--- config.mk ---
export PLATFORM = sky130hd
export DESIGN_NAME = sound_arbiter
export DESIGN_NICKNAME = d
export VERILOG_FILES = /design/src/rtl/sound_arbiter.sv
export SDC_FILE = /design/constraint.sdc
export NUM_CORES = 1
export LEC_CHECK = 0
export ABC_AREA = 1
export CAP_MARGIN = 10
export CORE_UTILIZATION = 45
export CTS_CLUSTER_SIZE = 10
export DETAILED_ROUTE_END_ITERATION = 12
export SYNTH_ARGS = -nofsm -noshare
export SYNTH_HDL_FRONTEND = slang
export SYNTH_SLANG_ARGS = --single-unit
--- constraint.sdc ---
create_clock -name clk -period 2.7 [get_ports clk]
set_input_delay 0.54 -clock clk [delete_from_list [all_inputs] [get_ports clk]]
set_output_delay 0.54 -clock clk [all_outputs]
set_load 0.05 [all_outputs]
--- src/rtl/sound_arbiter.sv ---
// -----------------------------------------------------------------------------
// sound_arbiter
//   Shares the single speaker pin between the jump, score and game-over sound
//   players. One-cycle requests from game logic are latched as sticky pending
//   bits. The highest-priority pending source (game_over > score > jump) gets a
//   one-cycle start pulse, is timed for its sound length and has its square wave
//   muxed onto audio_out_o. A silent gap separates back-to-back sounds.
//   Game over preempts a running jump or score sound and flushes the queue.
//
// Ports
//   clk            system clock
//   rst_n          synchronous active-low reset
//   enable_i       1 = sound on, 0 = audio forced low (sequencing continues)
//   req_jump_i     one-cycle request, lowest priority
//   req_score_i    one-cycle request, middle priority
//   req_over_i     one-cycle request, highest priority, preempts
//   wave_jump_i    jump player square wave
//   wave_score_i   score player square wave
//   wave_over_i    game-over player square wave
//   start_jump_o   one-cycle start pulse to the jump player
//   start_score_o  one-cycle start pulse to the score player
//   start_over_o   one-cycle start pulse to the game-over player
//   audio_out_o    registered speaker drive
//   busy_o         1 whenever the sequencer is not idle
//   active_src_o   0 none, 1 jump, 2 score, 3 over (START and PLAY only)
// -----------------------------------------------------------------------------
module sound_arbiter #(
    parameter int JUMP_LEN   = 10_000_000,
    parameter int SCORE_LEN  = 5_000_000,
    parameter int OVER_LEN   = 6_400_000,
    parameter int GAP_CYCLES = 250_000,
    parameter int CNT_W      = 24
) (
    input  logic       clk,
    input  logic       rst_n,
    input  logic       enable_i,
    input  logic       req_jump_i,
    input  logic       req_score_i,
    input  logic       req_over_i,
    input  logic       wave_jump_i,
    input  logic       wave_score_i,
    input  logic       wave_over_i,
    output logic       start_jump_o,
    output logic       start_score_o,
    output logic       start_over_o,
    output logic       audio_out_o,
    output logic       busy_o,
    output logic [1:0] active_src_o
);

    typedef enum logic [1:0] {
        ST_IDLE  = 2'd0,
        ST_START = 2'd1,
        ST_PLAY  = 2'd2,
        ST_GAP   = 2'd3
    } state_t;

    localparam logic [1:0] SRC_NONE  = 2'd0;
    localparam logic [1:0] SRC_JUMP  = 2'd1;
    localparam logic [1:0] SRC_SCORE = 2'd2;
    localparam logic [1:0] SRC_OVER  = 2'd3;

    localparam logic [CNT_W-1:0] TIMER_ZERO = {CNT_W{1'b0}};
    localparam logic [CNT_W-1:0] TIMER_ONE  = {{(CNT_W-1){1'b0}}, 1'b1};
    localparam logic [CNT_W-1:0] JUMP_LOAD  = CNT_W'(JUMP_LEN - 1);
    localparam logic [CNT_W-1:0] SCORE_LOAD = CNT_W'(SCORE_LEN - 1);
    localparam logic [CNT_W-1:0] OVER_LOAD  = CNT_W'(OVER_LEN - 1);
    localparam logic [CNT_W-1:0] GAP_LOAD   = (GAP_CYCLES > 0) ? CNT_W'(GAP_CYCLES - 1) : TIMER_ZERO;

    // Source code -> bit position in the pending/start vectors.
    function automatic logic [2:0] src_onehot(input logic [1:0] src);
        logic [2:0] oh;
        case (src)
            SRC_JUMP:  oh = 3'b001;
            SRC_SCORE: oh = 3'b010;
            SRC_OVER:  oh = 3'b100;
            default:   oh = 3'b000;
        endcase
        return oh;
    endfunction

    // Timer preload for a source; the timer counts down to zero inclusive.
    function automatic logic [CNT_W-1:0] src_load(input logic [1:0] src);
        logic [CNT_W-1:0] ld;
        case (src)
            SRC_JUMP:  ld = JUMP_LOAD;
            SRC_SCORE: ld = SCORE_LOAD;
            SRC_OVER:  ld = OVER_LOAD;
            default:   ld = TIMER_ZERO;
        endcase
        return ld;
    endfunction

    // Fixed priority: game over, then score, then jump.
    function automatic logic [1:0] pick_winner(input logic [2:0] cand);
        logic [1:0] w;
        if (cand[2]) begin
            w = SRC_OVER;
        end else if (cand[1]) begin
            w = SRC_SCORE;
        end else if (cand[0]) begin
            w = SRC_JUMP;
        end else begin
            w = SRC_NONE;
        end
        return w;
    endfunction

    state_t           state_q, state_d;
    logic [2:0]       pend_q, pend_d;
    logic [CNT_W-1:0] timer_q, timer_d;
    logic [1:0]       src_q, src_d;
    logic [2:0]       start_q, start_d;
    logic             audio_q, audio_d;
    logic             busy_q, busy_d;

    logic [2:0] req_s;
    logic [2:0] cur_mask_s;
    logic [2:0] req_eff_s;
    logic [2:0] cand_s;
    logic [1:0] winner_s;
    logic       launch_s;
    logic [1:0] launch_src_s;
    logic       wave_sel_s;

    // A request for the sound already starting/playing is dropped, never queued.
    assign req_s      = {req_over_i, req_score_i, req_jump_i};
    assign cur_mask_s = ((state_q == ST_START) || (state_q == ST_PLAY)) ? src_onehot(src_q) : 3'b000;
    assign req_eff_s  = req_s & ~cur_mask_s;
    assign cand_s     = pend_q | req_eff_s;
    assign winner_s   = pick_winner(cand_s);

    // Decide whether the next edge enters START, and for which source.
    always_comb begin
        launch_s     = 1'b0;
        launch_src_s = SRC_NONE;
        case (state_q)
            ST_IDLE: begin
                launch_s     = (winner_s != SRC_NONE);
                launch_src_s = winner_s;
            end
            ST_START, ST_PLAY: begin
                // Only a fresh game-over request can interrupt; req_eff_s already
                // masks it out when game over itself is the running sound.
                launch_s     = req_eff_s[2];
                launch_src_s = SRC_OVER;
            end
            ST_GAP: begin
                launch_s     = (timer_q == TIMER_ZERO) && (winner_s != SRC_NONE);
                launch_src_s = winner_s;
            end
            default: begin
                launch_s     = 1'b0;
                launch_src_s = SRC_NONE;
            end
        endcase
    end

    // Next-state, pending, timer and source selection.
    always_comb begin
        state_d = state_q;
        pend_d  = pend_q | req_eff_s;
        timer_d = timer_q;
        src_d   = src_q;
        if (launch_s) begin
            state_d = ST_START;
            src_d   = launch_src_s;
            timer_d = src_load(launch_src_s);
            // Game over flushes every queued sound; otherwise only the winner's bit clears.
            if (launch_src_s == SRC_OVER) begin
                pend_d = 3'b000;
            end else begin
                pend_d = cand_s & ~src_onehot(launch_src_s);
            end
        end else begin
            case (state_q)
                ST_IDLE: begin
                    state_d = ST_IDLE;
                end
                ST_START: begin
                    state_d = ST_PLAY;
                end
                ST_PLAY: begin
                    if (timer_q == TIMER_ZERO) begin
                        src_d = SRC_NONE;
                        if (GAP_CYCLES > 0) begin
                            state_d = ST_GAP;
                            timer_d = GAP_LOAD;
                        end else begin
                            state_d = ST_IDLE;
                        end
                    end else begin
                        timer_d = timer_q - TIMER_ONE;
                    end
                end
                ST_GAP: begin
                    if (timer_q == TIMER_ZERO) begin
                        state_d = ST_IDLE;
                    end else begin
                        timer_d = timer_q - TIMER_ONE;
                    end
                end
                default: begin
                    state_d = ST_IDLE;
                    src_d   = SRC_NONE;
                    pend_d  = 3'b000;
                    timer_d = TIMER_ZERO;
                end
            endcase
        end
    end

    // Wave mux for the currently selected source.
    always_comb begin
        case (src_q)
            SRC_JUMP:  wave_sel_s = wave_jump_i;
            SRC_SCORE: wave_sel_s = wave_score_i;
            SRC_OVER:  wave_sel_s = wave_over_i;
            default:   wave_sel_s = 1'b0;
        endcase
    end

    // Output next values; start pulses coincide with the START state.
    always_comb begin
        audio_d = enable_i & (state_q == ST_PLAY) & wave_sel_s;
        busy_d  = (state_d != ST_IDLE);
        if (launch_s) begin
            start_d = src_onehot(launch_src_s);
        end else begin
            start_d = 3'b000;
        end
    end

    // Single state/output register bank with synchronous active-low reset.
    always_ff @(posedge clk) begin
        if (!rst_n) begin
            state_q <= ST_IDLE;
            pend_q  <= 3'b000;
            timer_q <= TIMER_ZERO;
            src_q   <= SRC_NONE;
            start_q <= 3'b000;
            audio_q <= 1'b0;
            busy_q  <= 1'b0;
        end else begin
            state_q <= state_d;
            pend_q  <= pend_d;
            timer_q <= timer_d;
            src_q   <= src_d;
            start_q <= start_d;
            audio_q <= audio_d;
            busy_q  <= busy_d;
        end
    end

    assign start_jump_o  = start_q[0];
    assign start_score_o = start_q[1];
    assign start_over_o  = start_q[2];
    assign audio_out_o   = audio_q;
    assign busy_o        = busy_q;
    assign active_src_o  = src_q;

endmodule

==> impl_summary.txt <==
----------------------------------------------------
[Setup path]
  Crit path max fanout ... 5
  Highest-delay cell along the critical path ... dfxtp_1
  Worst Setup Path Type ... register to register
  CP Launch Type ... register
  Ordered cell list for the critical path ... inv_1 > ha_1 > nand3_1 > a21oi_1 > inv_1 > o21ai_0 > inv_1 > ha_1 > inv_1 > nand2_1 > o21ai_0 > nor2_1 > nor2_1
  Delay of the slowest critical-path stage ... 0.39 ns
  Largest delay contributor family on the critical path ... compound AO/OA/AOI/OAI gates
  Bufs and invs on worst path ... 4
  Required time at the endpoint of the critical path ... 2.93 ns
  Most frequent CP cell ... inv_1
  CP endpoint kind ... register
  Data arrival time of the critical path ... 2.62 ns

[Final layout]
  Share of post-route cells with drive strength above 1 ... 6.71%
  Antenna diode count ... 0
  # nets final ... 433
  Growth of design area from synthesis to finish ... 12.3%
  Final instance count without filler cells ... 487
  Final core utilization ... 53.2%

[Floorplan]
  Die Ht ... 76.0 µm
  DIE AREA ... 5780 µm²
  Row cnt ... 26
  X dimension of the die ... 76.0 µm
  Initial Util ... 47.4%
  I/O Pins ... 16
  Core box area ... 5200 µm²

[Routing]
  Final ANT Viol Nets ... 0
  Number of design rule violations left after detail routing ... 0
  Iteration-0 DRC count of the detailed router ... 149
  Mean number of vias per cell ... 5.36
  WL per Instance ... 14.4 µm
  Vias ... 2609
  Count of TritonRoute iterations in the first routing pass ... 4
  Total Routed Length ... 7.04 mm

[Yosys]
  Synth Area per Inst ... 6.18 µm²
  Net count of the mapped netlist ... 415
  Number of cells produced by synthesis ... 399
  Register bit total from synthesis ... 36
  Syn. warnings ... 0
  Count of cell types in the netlist ... 29
  Post-synthesis instance area ... 2470 µm²
  Post-synthesis sequential area ratio ... 29.2%

[Clocking]
  Clock root buffer master ... clkbuf_8
  Number of levels in the clock H-tree ... 2
  Hold-fix buffer count after cts ... 0
  Maximum root-to-sink buffer count ... 2
  Clock input transition at the sequential cells of the worst setup and hold paths ... 0.08 ns
  TritonCTS clock tree ... yes
  Total of cells resized after clock tree synthesis ... 0
  Post-CTS setup repair buffer count ... 0
  TritonCTS Sinks ... 36
  Worst skew pair latency ... 0.29 ns
  Clock buffers created by TritonCTS ... 5

[Global route]
  Combined global-route utilization of all metal layers ... 25.6%
  Vias in the first global route ... 2382
  Overall overflow remaining after global route ... 0
  Largest net degree at the start of global routing ... 24
  Initial antenna violation count ... 0
  Wire length of the first global-routing pass ... 11.7 mm

[Outcome]
  Outcome ... complete, no violations

[STA]
  Final worst path period share ... 88.5%
  Pins Over Slew Limit ... 0
  Setup repair after global routing missed its margin ... false
  Least-Margin Pin Slew ... 0.497 ns
  Final min period ... 2.39 ns
  Slew margin rel. ... 66.8%
  Final hold vios ... 0
  Fmax ... 0.419 GHz
  Clk_skew ... 0.00422 ns
  Post-route setup TNS ... 0 ns
  Setup-failing EPs final ... 0
  Hold Slack ... 0.427 ns

[Power]
  Power per standard cell area ... 920 nW/µm²
  Leakage component of the power ... 1.35 nW
  Peak supply drop ... 0.473 mV

[Placed design]
  Estimated wirelength of the detail-placed design ... 5.36 mm
  Number of cells in the design after placement ... 480
  Port Buffer Count ... 15
  Last weighted congestion value of the routability-driven placer ... 0.991

[Flow run]
  Max-capacitance violation count ... 0

[Min path]
  HP Class ... register to register

----------------------------------------------------
synthesized netlist by cell type, drive strengths merged:
| library cell | instances | area (µm²) |
|---|---|---|
| nand2 | 90 | 358 |
| nor2 | 74 | 303 |
| inv | 54 | 203 |
| nand3 | 37 | 190 |
| dfxtp | 36 | 721 |
| nand4 | 29 | 181 |
| o21ai | 21 | 105 |
| a21oi | 18 | 90.1 |
| xor2 | 9 | 78.8 |
| ha | 7 | 87.6 |
| buf | 6 | 48.8 |
| nor3 | 6 | 30.0 |
| clkbuf | 5 | 18.8 |
| xnor2 | 2 | 17.5 |
| a21boi | 1 | 7.51 |
| a31oi | 1 | 6.26 |
| clkinv | 1 | 3.75 |
| o2111ai | 1 | 8.76 |
| o211ai | 1 | 7.51 |
registers in the layout, summed over array words and instances (netlist names):
signal / count
audio_out_o: 1
state_q: 2
active_src_o: 2
busy_o: 1
start_q: 3
pend_q: 3
timer_q: 24
stage by stage:
step	cell area [µm²]	total power, W	worst slack [ns]
after global routing	2770	0.00277	0.0425
final	2770	0.00255	0.311
after detailed placement	2690	0.00215	0.289
after global placement	2690	0.00214	0.355
after floorplan	2470	0.00183	0.588
after CTS	2770	0.00254	0.315
logic make-up after synthesis:
kind of cell / Yosys count / synth area share [%]
and+or+nand+nor: 236 / 43.1
buffers and inverters: 66 / 11.1
AOI/OAI and AO/OA: 43 / 9.13
DFF: 36 / 29.2
xor gates and xnor gates: 11 / 3.91
adders and majority gates: 7 / 3.55
where the power goes:
part	leakage [nW]	switching, W	internal, W
logic	1.02	0.000894	0.000428
registers	0.298	0.000167	0.000671
clock network	0.0400	0.000214	0.000175
total	1.35	0.00128	0.00127
worst paths after layout:
path,from,to,slack (ns),depth (start not counted)
setup / recovery,state_q[1]$_SDFF_PN0_,timer_q[2]$_SDFFE_PN0P_,0.31,13
hold reg to reg,timer_q[0]$_SDFFE_PN0P_,timer_q[0]$_SDFFE_PN0P_,0.43,1
setup reg to reg,state_q[1]$_SDFF_PN0_,timer_q[2]$_SDFFE_PN0P_,0.31,13
hold / removal,timer_q[0]$_SDFFE_PN0P_,timer_q[0]$_SDFFE_PN0P_,0.43,1
per-layer routing:
layer / vias to the layer above / wire (µm) / GRT usage (%)
met5: - / 0 / 0
met4: 0 / 142 / 8.08
met3: 15 / 446 / 3.95
met2: 94 / 3120 / 40.7
met1: 1172 / 3320 / 35.5
li1: 1328 / - / -
final cells by class:
type / instances / area (µm²)
Fill cell: 568 / 2430
Timing Repair Buffer: 22 / 203
Clock inverter: 2 / 12.5
Tap cell: 70 / 87.6
Sequential cell: 36 / 721
Multi-Input combinational cell: 297 / 1470
Inverter: 55 / 206
Clock buffer: 5 / 68.8
placed cells by master (no fill, tap or decap):
cell	Yosys	layout
o211ai_1	1	1
nor2_2	7	7
clkdlybuf4s50_1	0	15
clkbuf_8	0	5
nor2_4	1	1
xnor2_1	2	2
clkinvlp_4	0	1
a21boi_0	1	1
a21oi_1	18	18
buf_4	1	7
inv_2	1	1
nor2_1	66	66
clkinv_2	0	1
o21ai_0	18	18
a31oi_1	1	1
nor3_1	6	6
clkinv_1	1	1
ha_1	7	7
nand2_2	2	2
nand3_2	1	1
nand2_1	86	86
xor2_1	9	9
dfxtp_1	36	36
o21ai_1	3	3
nand4_1	29	29
nand2_4	2	2
o2111ai_1	1	1
nand3_1	36	36
inv_1	53	53
Power figures use the tool's default switching activity.
